===== config.mk =====
export PLATFORM = sky130hd
export DESIGN_NAME = i2c_target
export DESIGN_NICKNAME = d
export VERILOG_FILES = /design/src/rtl/i2c_target.sv
export SDC_FILE = /design/constraint.sdc
export NUM_CORES = 1
export LEC_CHECK = 0
export BUFFER_PORTS_ARGS = -buffer_cell sky130_fd_sc_hd__buf_2
export CAP_MARGIN = 20
export CORE_MARGIN = 2
export CORE_UTILIZATION = 50
export CTS_CLUSTER_DIAMETER = 30
export DETAILED_ROUTE_END_ITERATION = 10
export GPL_ROUTABILITY_DRIVEN = 0
export HOLD_SLACK_MARGIN = 0.12
export MAX_ROUTING_LAYER = met4
export PLACE_DENSITY = 0.69
export SETUP_SLACK_MARGIN = 0.4
export SLEW_MARGIN = 30
export SYNTH_ARGS = -nofsm -noshare
export SYNTH_HDL_FRONTEND = slang
export SYNTH_SLANG_ARGS = --single-unit

===== constraint.sdc =====
create_clock -name clk -period 2.25 [get_ports clk]
set_input_delay 0.225 -clock clk [delete_from_list [all_inputs] [get_ports clk]]
set_output_delay 0.225 -clock clk [all_outputs]
set_load 0.05 [all_outputs]

===== src/rtl/i2c_target.sv =====
// I2C target responder: answers a 7-bit address and exposes an auto-incrementing
// 8-bit register bank to the bus, with a local host read/write port onto the same bank.
module i2c_target #(
  parameter logic [6:0]  TARGET_ADDR = 7'h42,
  parameter int unsigned DEPTH       = 16
) (
  input  logic                     clk,
  input  logic                     rst,
  input  logic                     scl_in,
  input  logic                     sda_in,
  output logic                     sda_oe,
  input  logic [$clog2(DEPTH)-1:0] host_addr,
  input  logic [7:0]               host_wdata,
  input  logic                     host_wen,
  output logic [7:0]               host_rdata,
  output logic                     busy,
  output logic                     wr_pulse,
  output logic [$clog2(DEPTH)-1:0] wr_idx
);

  localparam int unsigned AW = $clog2(DEPTH);
  localparam int unsigned CW = 4;

  typedef enum logic [3:0] {
    IDLE, ADDR, ADDR_ACK, PTR, PTR_ACK, WDATA, WDATA_ACK, RDATA, RDATA_ACK, WAIT
  } state_t;

  state_t          state, state_d;
  logic [2:0]      scl_q, sda_q;
  logic [CW-1:0]   cnt, cnt_d;
  logic [7:0]      sh, sh_d;
  logic [AW-1:0]   ptr, ptr_d;
  logic [AW-1:0]   wr_idx_d;
  logic            rw, rw_d;
  logic            oe_d, busy_d, wr_pulse_d;
  logic            i2c_we;
  logic [7:0]      regs [DEPTH];

  logic            scl_rise, scl_fall, start, stop, last_bit, addr_hit;
  logic [7:0]      byte_in, rd_byte;

  // [0] first sync flop, [1] synchronized value, [2] history for edge detection
  always_ff @(posedge clk) begin
    if (rst) begin
      scl_q <= 3'b111;
      sda_q <= 3'b111;
    end else begin
      scl_q <= {scl_q[1:0], scl_in};
      sda_q <= {sda_q[1:0], sda_in};
    end
  end

  always_comb begin
    scl_rise = scl_q[1] & ~scl_q[2];
    scl_fall = ~scl_q[1] & scl_q[2];
    start    = scl_q[1] & scl_q[2] & ~sda_q[1] & sda_q[2];
    stop     = scl_q[1] & scl_q[2] & sda_q[1] & ~sda_q[2];
    byte_in  = {sh[6:0], sda_q[1]};
    last_bit = (cnt == CW'(7));
    addr_hit = (byte_in[7:1] == TARGET_ADDR);
    rd_byte  = regs[ptr];
  end

  always_ff @(posedge clk) begin
    if (rst) state <= IDLE;
    else     state <= state_d;
  end

  // Next-state: STOP and START override every state, including mid-byte
  always_comb begin
    state_d = state;
    if (stop) begin
      state_d = IDLE;
    end else if (start) begin
      state_d = ADDR;
    end else begin
      case (state)
        ADDR:      if (scl_rise && last_bit) state_d = addr_hit ? ADDR_ACK : WAIT;
        ADDR_ACK:  if (scl_fall && sda_oe)   state_d = rw ? RDATA : PTR;
        PTR:       if (scl_rise && last_bit) state_d = PTR_ACK;
        PTR_ACK:   if (scl_fall && sda_oe)   state_d = WDATA;
        WDATA:     if (scl_rise && last_bit) state_d = WDATA_ACK;
        WDATA_ACK: if (scl_fall && sda_oe)   state_d = WDATA;
        RDATA:     if (scl_fall && cnt == CW'(8)) state_d = RDATA_ACK;
        RDATA_ACK: begin
          if (scl_rise && sda_q[1]) state_d = WAIT;
          else if (scl_fall)        state_d = RDATA;
        end
        default:   state_d = state;
      endcase
    end
  end

  // Datapath/output next values; SDA only ever changes on a detected SCL fall
  always_comb begin
    cnt_d      = cnt;
    sh_d       = sh;
    ptr_d      = ptr;
    rw_d       = rw;
    oe_d       = sda_oe;
    busy_d     = busy;
    wr_pulse_d = 1'b0;
    wr_idx_d   = wr_idx;
    i2c_we     = 1'b0;
    if (stop) begin
      oe_d   = 1'b0;
      busy_d = 1'b0;
    end else if (start) begin
      cnt_d = '0;
      oe_d  = 1'b0;
    end else begin
      case (state)
        ADDR, PTR, WDATA: begin
          if (scl_rise) begin
            sh_d  = byte_in;
            cnt_d = cnt + CW'(1);
            if (last_bit) begin
              if (state == ADDR) begin
                rw_d   = byte_in[0];
                busy_d = addr_hit;
              end else if (state == PTR) begin
                ptr_d = byte_in[AW-1:0];
              end else begin
                i2c_we     = 1'b1;
                wr_pulse_d = 1'b1;
                wr_idx_d   = ptr;
                ptr_d      = ptr + AW'(1);
              end
            end
          end
        end
        ADDR_ACK, PTR_ACK, WDATA_ACK: begin
          if (scl_fall) begin
            oe_d  = ~sda_oe;
            cnt_d = '0;
            if (sda_oe && state == ADDR_ACK && rw) begin
              oe_d  = ~rd_byte[7];
              sh_d  = {rd_byte[6:0], 1'b0};
              cnt_d = CW'(1);
              ptr_d = ptr + AW'(1);
            end
          end
        end
        RDATA: begin
          if (scl_fall) begin
            if (cnt == CW'(8)) begin
              oe_d = 1'b0;
            end else begin
              oe_d  = ~sh[7];
              sh_d  = {sh[6:0], 1'b0};
              cnt_d = cnt + CW'(1);
            end
          end
        end
        RDATA_ACK: begin
          if (scl_rise && sda_q[1]) begin
            busy_d = 1'b0;
          end else if (scl_fall) begin
            oe_d  = ~rd_byte[7];
            sh_d  = {rd_byte[6:0], 1'b0};
            cnt_d = CW'(1);
            ptr_d = ptr + AW'(1);
          end
        end
        default: ;
      endcase
    end
  end

  always_ff @(posedge clk) begin
    if (rst) begin
      cnt      <= '0;
      sh       <= '0;
      ptr      <= '0;
      rw       <= 1'b0;
      sda_oe   <= 1'b0;
      busy     <= 1'b0;
      wr_pulse <= 1'b0;
      wr_idx   <= '0;
    end else begin
      cnt      <= cnt_d;
      sh       <= sh_d;
      ptr      <= ptr_d;
      rw       <= rw_d;
      sda_oe   <= oe_d;
      busy     <= busy_d;
      wr_pulse <= wr_pulse_d;
      wr_idx   <= wr_idx_d;
    end
  end

  // Register bank: I2C write wins a same-index collision; read port bypasses same-cycle writes
  always_ff @(posedge clk) begin
    if (rst) begin
      for (int i = 0; i < int'(DEPTH); i++) regs[i] <= '0;
      host_rdata <= '0;
    end else begin
      for (int i = 0; i < int'(DEPTH); i++) begin
        if (i2c_we && ptr == AW'(i))              regs[i] <= byte_in;
        else if (host_wen && host_addr == AW'(i)) regs[i] <= host_wdata;
      end
      if (i2c_we && ptr == host_addr) host_rdata <= byte_in;
      else if (host_wen)              host_rdata <= host_wdata;
      else                            host_rdata <= regs[host_addr];
    end
  end

endmodule


==> results by group <==
Outcome
  – Status: finished with violations
  – Failing checks: negative setup slack

Floorplan
  – Die area: between 20000 and 25000 um2
  – Initial Utilization: about half
  – CORE AREA: between 20000 and 25000 um2
  – IO Pins: 32
  – Width of the die: 149.2 um
  – Row count: 53
  – Die Height: around 150 um

Setup path
  – Critical Path Sink Type: flip-flop
  – WP data required: ~2400 ps
  – FF-to-FF path depth: 7
  – Worst Path Max Fanout: 8
  – Worst R2R End: regs[10][4]
  – Reg2reg start: cnt[1]
  – R2R setup slack: -20 ps
  – Critical Path AT: about 2500 ps
  – Setup crit start kind: flip-flop
  – Critical path type: flip-flop to flip-flop

STA
  – Crit share post-route: 100.7%
  – PnR worst setup slack: -15.10 ps
  – Final Hold Viols: 0
  – RSZ-0062 raised after global routing: yes
  – Relative slew slack: 43.95%
  – Fin. max-slew vios: 0
  – Finish-stage setup viols: 8
  – Slew @ Worst Pin: ~840 ps
  – Worst Clk Skew: approximately 14 ps
  – Max Fclk: 0.4415 GHz
  – Shortest period the worst path allows: 2265 ps

Finish
  – # nets final: just under 1000
  – Storage cell area: 4776 um2
  – Cell area after layout: 13380 um2
  – Multi-input gate area: 6341 um2
  – Final Util: 64.07%
  – Area delta synth->final: 26.89%
  – N_diodes: 0
  – Share of cells above drive strength 1: approximately 46%
  – # fillers: between 1500 and 2000

Global route
  – GR Util All Layers: roughly a third
  – Grt total ovfl: 0
  – Largest net degree at the start of global routing: 38
  – Vias in the first global route: 8457
  – Initial antenna violation count: 0
  – Global-route wire length before repair: around 52000 um

Drt
  – Drt first-iter violations: 1099
  – DR DRC count: 0
  – Antenna violation net count after detailed routing: 0
  – DR WL/cell: approximately 27 um
  – Drt total wl: 34380 um
  – Pre-antenna DRT Iters: 5
  – Via density: approximately 7
  – Total number of vias: approximately 8800

Worst hold path
  – Min-delay src: rst
  – Min-Delay Path Class: input port to flip-flop
  – Hold Path Sink: cnt[1]
  – Hold Crit Depth: 3

Clock network
  – CTS buffer count: 17
  – Worst-Skew Late Latency: ~440 ps
  – CTS root buf: clkbuf_16
  – CTS tree: done
  – Clk buf depth: 2
  – Clk slew on worst S/H paths: ~70 ps
  – H-Tree Level Count: 4
  – Clock sink count: ~170

Logic synthesis
  – Syn Std Cell Area: 10550 um2
  – Top_reg_cell synth: edfxtp_1
  – Library cells used by synthesis: 87
  – Mapped Nets: just over 900
  – Warnings, synthesis: 0
  – Flops & latches, synth: 174
  – Avg Inst Size Synth: about 12 um2
  – Share of async-settable or async-resettable flops after synthesis: 0%
  – Sequential area share after synthesis: a little under half
  – Number of flops mapped to enable cells by yosys: 128
  – Post-Synthesis Cells: 891

Power and ir drop
  – Power per cell area: 702.1 nW/um2
  – Sw Ratio: between 30% and 40%
  – Clock power share: 31.7%
  – Design internal power: 6.443 mW
  – Logic gate share of total power: between 20% and 30%
  – NetSw: between 2 and 3 mW
  – Leakage: 4.744 nW
  – Peak VDD IR: approximately 510 uV
  – Total power: 9.397 mW
  – Flop pwr share: 41.3%

Job
  – Max Cap Violations: 0

Placement
  – Port Buffers: 31
  – Detailed Place HPWL: roughly 23000 um
  – DP Area: ~11000 um2
  – Pre-CTS setup slack: -30.39 ps
[registers in the layout, summed over array words and instances (netlist names), named ones only]
name        cells
regs          128
host_rdata      8
sh              8
cnt             4
ptr             4
state           4
wr_idx          4
scl_q           3
sda_q           3
busy            1
rw              1
sda_oe          1
wr_pulse        1
[worst max-delay path, cell delays in order, from the launching register on]
cell      delay, ps
dfxtp_2         350
ha_4            150
nand4b_4        100
or4_4           590
nor2_4          180
nand3_4         100
nand3_4         190
mux2_2          350
[timing repair]
item / 4_1_cts / 5_1_grt
cloned: 4 / 0
resized for setup: 122 / 98
endpoints found under the hold margin: 2 / 0
hold buffers: 2 / 0
endpoints found under the setup margin: 289 / 290
setup buffers: 18 / 11
pin swaps: 42 / 52
[cell usage in the layout, fill, tap and decap left out, types with 17 or more instances in the layout]
| master | instances |
|---|---|
| clkbuf_16 | 17 |
| nor2_1 | 32 |
| nor2b_1 | 17 |
| mux2i_1 | 31 |
| a22oi_1 | 17 |
| mux2_4 | 28 |
| dfxtp_1 | 39 |
| nand3_4 | 17 |
| nand2_1 | 57 |
| buf_6 | 19 |
| a22o_1 | 62 |
| buf_4 | 77 |
| a21oi_1 | 36 |
| mux4_2 | 52 |
| edfxtp_1 | 128 |
| buf_2 | 31 |
[final cells by class]
class                      instances  area share, %
clock buffer                      20          3.263
clock inverter                    12          1.028
inverter                          11         0.3272
multi-input combinational        617          47.38
sequential                       174          35.68
tap                              275          2.571
timing repair buffer             146          9.750
[worst max path at each step]
stage / from / end / depth (start not counted)
after floorplan: cnt[0] / regs[10][0] / 8
after global routing: cnt[0] / regs[14][3] / 8
after CTS: cnt[1] / regs[10][5] / 7
after detailed placement: cnt[1] / regs[8][7] / 7
after global placement: cnt[1] / regs[10][1] / 7
final: cnt[1] / regs[10][4] / 7
[stage by stage]
step           TNS (ps)  instances  hold slack [ps]
5_1_grt           -3521       1255            188.8
3_3_place_gp          0       1188            403.1
4_1_cts          -19.96       1244            186.3
2_1_floorplan         0        891            328.8
3_5_place_dp     -248.6       1188            395.9
6_report         -71.91       1255            180.8
[routing by layer]
metal | up-vias | part of all wire [%] | track usage (%)
met5 | - | 0 | -
met4 | 0 | 5.0 | 15.10
met3 | 134 | 11 | 6.667
met2 | 621 | 46 | 47.65
met1 | 4359 | 39 | 42.63
li1 | 3646 | - | -
[logic make-up after synthesis]
kind of cell / synth area share [%]
flip-flops: 45.17
adder cells (fa/ha/maj): 0.7117
AND/OR/NAND/NOR: 12.46
AO/OA/AOI/OAI: 16.81
XOR/XNOR: 0.4982
multiplexers: 18.32
buffers and inverters: 6.038
[synth_stat cells (5+ instances only)]
| cell | count | area [um2] |
|---|---|---|
| a22oi_1 | 18 | 135.1 |
| dfxtp_1 | 46 | 920.9 |
| nand2b_1 | 5 | 31.28 |
| o21ai_1 | 10 | 50.05 |
| and2_1 | 7 | 43.79 |
| o22ai_1 | 18 | 112.6 |
| clkbuf_1 | 29 | 108.9 |
| mux2i_1 | 31 | 310.3 |
| mux2_2 | 40 | 450.4 |
| inv_1 | 11 | 41.29 |
| o221ai_1 | 7 | 61.31 |
| edfxtp_1 | 128 | 3844 |
| nand2_1 | 77 | 289.0 |
| nand3_2 | 5 | 50.05 |
| clkdlybuf4s50_2 | 8 | 90.09 |
| nor2_1 | 34 | 127.6 |
| a21oi_1 | 52 | 260.3 |
| buf_2 | 21 | 105.1 |
| a22o_1 | 62 | 543.0 |
| and3_1 | 14 | 87.58 |
| mux4_2 | 52 | 1171 |
| or2_2 | 9 | 56.30 |
| nand3_1 | 25 | 125.1 |
| a22o_2 | 8 | 80.08 |
| a31oi_1 | 12 | 75.07 |
| a32oi_1 | 6 | 52.55 |
| buf_1 | 6 | 22.52 |
| ha_1 | 6 | 75.07 |
| dlygate4sd1_1 | 9 | 78.83 |
| nor2b_1 | 17 | 106.4 |
| o21ai_0 | 17 | 85.08 |
| buf_6 | 7 | 78.83 |
[power by group through the flow]
stage                     registers, mW  logic [mW]  clock network (mW)
after global routing               3.90        2.66                3.11
after CTS                          3.87        2.18                2.97
after detailed placement           3.93        1.92                   0
after global placement             3.92        1.90                   0
final                              3.88        2.54                2.98
after floorplan                    3.89        1.39                   0
No activity file was read; power rests on OpenSTA's default activity.
